File: src/rtl/reset_seq_pkg.sv
// Shared state encoding and stage codes for the staged reset controller.
package reset_seq_pkg;

  typedef enum logic [2:0] {
    S_HOLD,
    S_WAIT_SDRAM,
    S_WAIT_CAM,
    S_WAIT_DISP,
    S_RUN,
    S_FAULT
  } seq_state_e;

  localparam logic [1:0] STG_NONE  = 2'd0;
  localparam logic [1:0] STG_SDRAM = 2'd1;
  localparam logic [1:0] STG_CAM   = 2'd2;
  localparam logic [1:0] STG_DISP  = 2'd3;

endpackage

File: src/rtl/seq_timer.sv
// Saturating cycle counter with a terminal-count equality compare.
module seq_timer #(
  parameter int CNT_W = 32
) (
  input  logic             clk_100,
  input  logic             rst_n,
  input  logic             clr,
  input  logic             en,
  input  logic [CNT_W-1:0] tc_val,
  output logic             tc
);

  logic [CNT_W-1:0] cnt;

  always_ff @(posedge clk_100) begin
    if (!rst_n || clr)
      cnt <= '0;
    else if (en && cnt != '1)
      cnt <= cnt + 1'b1;
  end

  assign tc = (cnt == tc_val);

endmodule

File: src/rtl/reset_sequencer.sv
// Releases SDRAM, camera-config and display resets in order, each gated on the
// previous stage reporting ready; retries the whole sequence on timeout, then faults.
module reset_sequencer
  import reset_seq_pkg::*;
#(
  parameter int HOLD_CYC    = 100,
  parameter int TIMEOUT_CYC = 1_000_000,
  parameter int MAX_RETRY   = 3,
  parameter int CNT_W       = 32
) (
  input  logic       clk_100,
  input  logic       rst_n,
  input  logic       soft_rst_req,
  input  logic       sdram_init_done,
  input  logic       cam_cfg_done,
  input  logic       disp_ready,
  output logic       rst_sdram_n,
  output logic       rst_cam_n,
  output logic       rst_disp_n,
  output logic       sys_ready,
  output logic       fault,
  output logic [1:0] fault_stage,
  output logic [1:0] retry_cnt
);

  localparam logic [CNT_W-1:0] HOLD_TC = CNT_W'(HOLD_CYC - 1);
  localparam logic [CNT_W-1:0] TO_TC   = CNT_W'(TIMEOUT_CYC - 1);
  localparam logic [1:0]       RETRY_LIM = 2'(MAX_RETRY);

  seq_state_e state, nxt;
  logic [1:0] fs_nxt, rc_nxt, fail_stg;
  logic       fail, clr, en, tc;
  logic [CNT_W-1:0] tc_val;

  assign tc_val = (state == S_HOLD) ? HOLD_TC : TO_TC;
  assign en     = (state != S_RUN) && (state != S_FAULT);

  seq_timer #(.CNT_W(CNT_W)) u_timer (
    .clk_100 (clk_100),
    .rst_n   (rst_n),
    .clr     (clr),
    .en      (en),
    .tc_val  (tc_val),
    .tc      (tc)
  );

  always_comb begin
    nxt      = state;
    fs_nxt   = fault_stage;
    rc_nxt   = retry_cnt;
    fail     = 1'b0;
    fail_stg = STG_NONE;
    clr      = 1'b0;
    if (soft_rst_req) begin
      nxt    = S_HOLD;
      fs_nxt = STG_NONE;
      rc_nxt = 2'd0;
      clr    = 1'b1;
    end else begin
      // Ready is tested before timeout so a ready on the terminal cycle still wins.
      unique case (state)
        S_HOLD:       if (tc) nxt = S_WAIT_SDRAM;
        S_WAIT_SDRAM: if (sdram_init_done) nxt = S_WAIT_CAM;
                      else if (tc) begin fail = 1'b1; fail_stg = STG_SDRAM; end
        S_WAIT_CAM:   if (cam_cfg_done) nxt = S_WAIT_DISP;
                      else if (tc) begin fail = 1'b1; fail_stg = STG_CAM; end
        S_WAIT_DISP:  if (disp_ready) nxt = S_RUN;
                      else if (tc) begin fail = 1'b1; fail_stg = STG_DISP; end
        S_RUN: begin
          fail = !(sdram_init_done && cam_cfg_done && disp_ready);
          if (!sdram_init_done)   fail_stg = STG_SDRAM;
          else if (!cam_cfg_done) fail_stg = STG_CAM;
          else if (!disp_ready)   fail_stg = STG_DISP;
        end
        S_FAULT: ;
        default: nxt = S_HOLD;
      endcase
      if (fail) begin
        fs_nxt = fail_stg;
        rc_nxt = retry_cnt + 2'd1;
        nxt    = (rc_nxt == RETRY_LIM) ? S_FAULT : S_HOLD;
      end
      if (nxt != state) clr = 1'b1;
    end
  end

  // Outputs decode the next state so they change on the same edge as the state.
  always_ff @(posedge clk_100) begin
    if (!rst_n) begin
      state       <= S_HOLD;
      rst_sdram_n <= 1'b0;
      rst_cam_n   <= 1'b0;
      rst_disp_n  <= 1'b0;
      sys_ready   <= 1'b0;
      fault       <= 1'b0;
      fault_stage <= STG_NONE;
      retry_cnt   <= 2'd0;
    end else begin
      state       <= nxt;
      rst_sdram_n <= nxt inside {S_WAIT_SDRAM, S_WAIT_CAM, S_WAIT_DISP, S_RUN};
      rst_cam_n   <= nxt inside {S_WAIT_CAM, S_WAIT_DISP, S_RUN};
      rst_disp_n  <= nxt inside {S_WAIT_DISP, S_RUN};
      sys_ready   <= (nxt == S_RUN);
      fault       <= (nxt == S_FAULT);
      fault_stage <= fs_nxt;
      retry_cnt   <= rc_nxt;
    end
  end

endmodule

File: config.mk
export PLATFORM = sky130hd
export DESIGN_NAME = reset_sequencer
export DESIGN_NICKNAME = d
export VERILOG_FILES = /design/src/rtl/reset_seq_pkg.sv /design/src/rtl/seq_timer.sv /design/src/rtl/reset_sequencer.sv
export SDC_FILE = /design/constraint.sdc
export NUM_CORES = 1
export LEC_CHECK = 0
export ABC_AREA = 1
export BUFFER_PORTS_ARGS = -buffer_cell sky130_fd_sc_hd__buf_4
export CORE_MARGIN = 2
export CORE_UTILIZATION = 50
export DETAILED_ROUTE_END_ITERATION = 8
export GPL_TIMING_DRIVEN = 0
export PLACE_DENSITY = 0.67
export SLEW_MARGIN = 20
export SYNTH_ARGS = -nofsm -noshare
export SYNTH_HDL_FRONTEND = slang
export SYNTH_SLANG_ARGS = --single-unit
File: constraint.sdc
create_clock -name clk_100 -period 6.12 [get_ports clk_100]
set_clock_uncertainty 0.2 [all_clocks]
set_input_delay 1.53 -clock clk_100 [delete_from_list [all_inputs] [get_ports clk_100]]
set_output_delay 1.53 -clock clk_100 [all_outputs]
set_load 0.1 [all_outputs]
==> reports/qor.csv <==
stage;metric;value;unit
status;outcome;finished, final reports clean;
synthesis;ys_types;32;
synthesis;avgSynthCellArea;6.86;um^2
global_routing;overflow;0;
pwr;p_leak;1.17;nW
placement;numPortBuffers;14;
critical_path;cpPeakStageDelay;0.18;ns
synthesis;synth_seq_cells;44;
synthesis;synthCells;420;
layout;area_growth;9.99;%
sta;drv_slew;0;
placement;gp_congestion;0.941;
floorplan;fp.dieH;79.9;um
critical_path;r2r_slack;3.83;ns
critical_path;crit_buf_inv;3;
floorplan;ioPinCount;15;
layout;n_antenna_cell;0;
global_routing;first_global_vias;2472;
cts;cts_made_buffers;5;
synthesis;synth_edf_count;0;
routing;drt_iter0_drc;231;
sta;slew_headroom;72.7;%
synthesis;synth_area_leader_cell;dfxtp_1;
critical_path;cp_top_family;simple AND/OR/NAND/NOR gates;
floorplan;initial_utilization;52.0;%
cts;insertion_delay;0.30;ns
critical_path;crit_required;6.16;ns
floorplan;core;5540;um^2
routing;wl;6920;um
floorplan;die_x;79.9;um
critical_path;crit_fanout;10;
synthesis;yosysSeqAreaShare;30.6;%
run;cap_violations;0;
layout;multi_input_area;1690;um^2
sta;setup_ws;3.23;ns
sta;fin_crit_sh;47.3;%
sta;fin_setup_tns;0;ns
global_routing;grt_start_max_net_pins;16;
critical_path;cp-start-kind;input pin;
placement;place_worst_setup_slack;2.90;ns
pwr;powerDensity;156;nW/um^2
layout;seq_area;881;um^2
critical_path;cp_cell_sequence;buf_4 > inv_1 > nand4_1 > nand3_2 > nand4_4 > nand2_4 > nand2_4 > nand2_2 > nand2_1 > nand2_2 > nand3_4 > buf_6 > nor2_1;
critical_path;crit_arrival;2.93;ns
synthesis;ys_async_sr_fraction;0;%
synthesis;synth-main-ff-cell;dfxtp_1;
hold_path;holdPathStages;1;
routing;route.vias.total;2701;
synthesis;synth_commonest_cells;72 x nand2_1, 67 x nor2_1, 52 x inv_1, 44 x dfxtp_1, 28 x xor2_1;
synthesis;synth_area;2880;um^2
layout;drive_gt1_share;18.3;%
routing;routedWlPerCell;13.5;um
sta;min_period;2.89;ns
routing;drtPass1Iterations;5;
layout;fillCellCount;554;
cts;cts_sinks;44;
global_routing;track_usage;23.0;%
global_routing;antenna_found_initial;0;
critical_path;critical_path_class;in2reg;
sta;finalSetupViolations;0;
layout;finalNetCount;449;
cts;cts_tree;built;
sta;max_clock_freq;346;MHz
routing;post-route-drc-count;0;
sta;rsz0062_at_grt;no;
critical_path;cp_slowest_cell;buf_6;
floorplan;rows;27;
global_routing;grt_first_pass_wirelength;11500;um
cts;clk_pin_slew;0.09;ns
synthesis;synth.area.top_cells;dfxtp_1 31%, nand2_1 9.4%, nor2_1 8.7%;
synthesis;synth_warnings;0;
critical_path;endpoint_kind;register;
cts;cts_resized;0;
cts;cts_hold_buffers;0;
sta;hold_violations;0;
cts;h-tree-depth;2;
cts;cts_setup_buffers;0;
critical_path;rr_worst_depth;13;
routing;viasPerCell;5.25;
synthesis;synth_top_area_share;30.6;%
routing;antenna_left;0;
sta;tightest_slew;0.406;ns
pwr;irDropWorstVdd;0.000116;V
cts;clock_path_buffers;2;
cts;cts_root_buf;clkbuf_8;
critical_path;path_depth;13;
floorplan;dieArea;6390;um^2
synthesis;syn-num-nets;428;
hold_path;hp-class;reg2reg;
synthesis;yosysMostFrequentCell;nand2_1;
placement;place_hpwl;5470;um
[state kept, by name (all words and copies together), names as in the netlist, 2 cells and up]
name / count
u_timer.cnt: 32
state: 3
fault_stage: 2
retry_cnt: 2
[cells in the final DEF (no fill, tap or decap), types with 2 or more instances in the layout]
cell,synthesis,layout
nor3_2,2,2
nand2_1,72,72
clkinvlp_4,0,2
a21oi_1,13,13
nand3_1,18,18
nand3_2,2,2
xor2_1,28,28
nor2_4,2,2
o21ai_0,8,8
nor2_2,23,23
mux2i_1,7,7
nand4_1,14,14
ha_1,2,2
nor3_1,21,21
buf_4,2,16
a31oi_1,2,2
inv_1,52,52
buf_6,7,7
xnor2_1,2,2
o21ai_1,4,4
clkbuf_8,0,5
nand2_2,9,9
nor4_1,4,4
dfxtp_1,44,44
nor2_1,67,67
nand2_4,2,2
o21ai_2,2,2
inv_2,5,5
[final timing paths]
check | from | end
hold / removal | retry_cnt[0]$_SDFFE_PP0P_ | retry_cnt[0]$_SDFFE_PP0P_
hold reg to reg | retry_cnt[0]$_SDFFE_PP0P_ | retry_cnt[0]$_SDFFE_PP0P_
setup / recovery | sdram_init_done | u_timer.cnt[28]$_SDFFE_PP0P_
setup reg to reg | u_timer.cnt[5]$_SDFFE_PP0P_ | u_timer.cnt[5]$_SDFFE_PP0P_
[report_power, final]
part / total [mW] / leakage [nW] / internal, mW / switching [mW]
sequential: 0.287 / 0.354 / 0.287 / 0.000742
clock: 0.190 / 0.0404 / 0.0810 / 0.109
combinational: 0.0166 / 0.778 / 0.00629 / 0.0104
total: 0.494 / 1.17 / 0.374 / 0.120
[routing by layer]
layer | global-route usage, % | routed length (um) | part of all wire (%)
met1 | 30.7 | 3220 | 47
met2 | 37.3 | 3220 | 47
met3 | 4.19 | 354 | 5.1
met4 | 7.80 | 126 | 1.8
met5 | 0 | 0 | 0
[final cells by class]
class                      instances  area share (%)
multi-input combinational        309            53.3
timing repair buffer              14            3.32
sequential                        44            27.8
tap                               72            2.84
clock inverter                     3           0.750
buffer                            10            3.12
clock buffer                       5            2.17
inverter                          57            6.75
[metrics by stage]
step	total power [mW]	cells	hold slack (ns)	area, um^2	utilization (%)
after floorplan	0.305	420	0.338	2880	-
after global placement	0.311	506	0.262	3080	55.5
after detailed placement	0.311	506	0.271	3080	55.5
after CTS	0.501	514	0.288	3170	57.2
after global routing	0.514	514	0.320	3170	57.2
final	0.494	514	0.280	3170	57.2
[cells by family (layout without fill, tap and decap cells)]
logic type	after synthesis	in the layout	synth area share (%)
compound gates	30	30	5.60
xor+xnor	30	30	9.12
fa+ha+maj	2	2	0.868
buf+inv	67	89	10.9
flops	44	44	30.6
mux	7	7	2.43
simple gates	240	240	40.6
No activity file was read; power rests on OpenSTA's default activity.
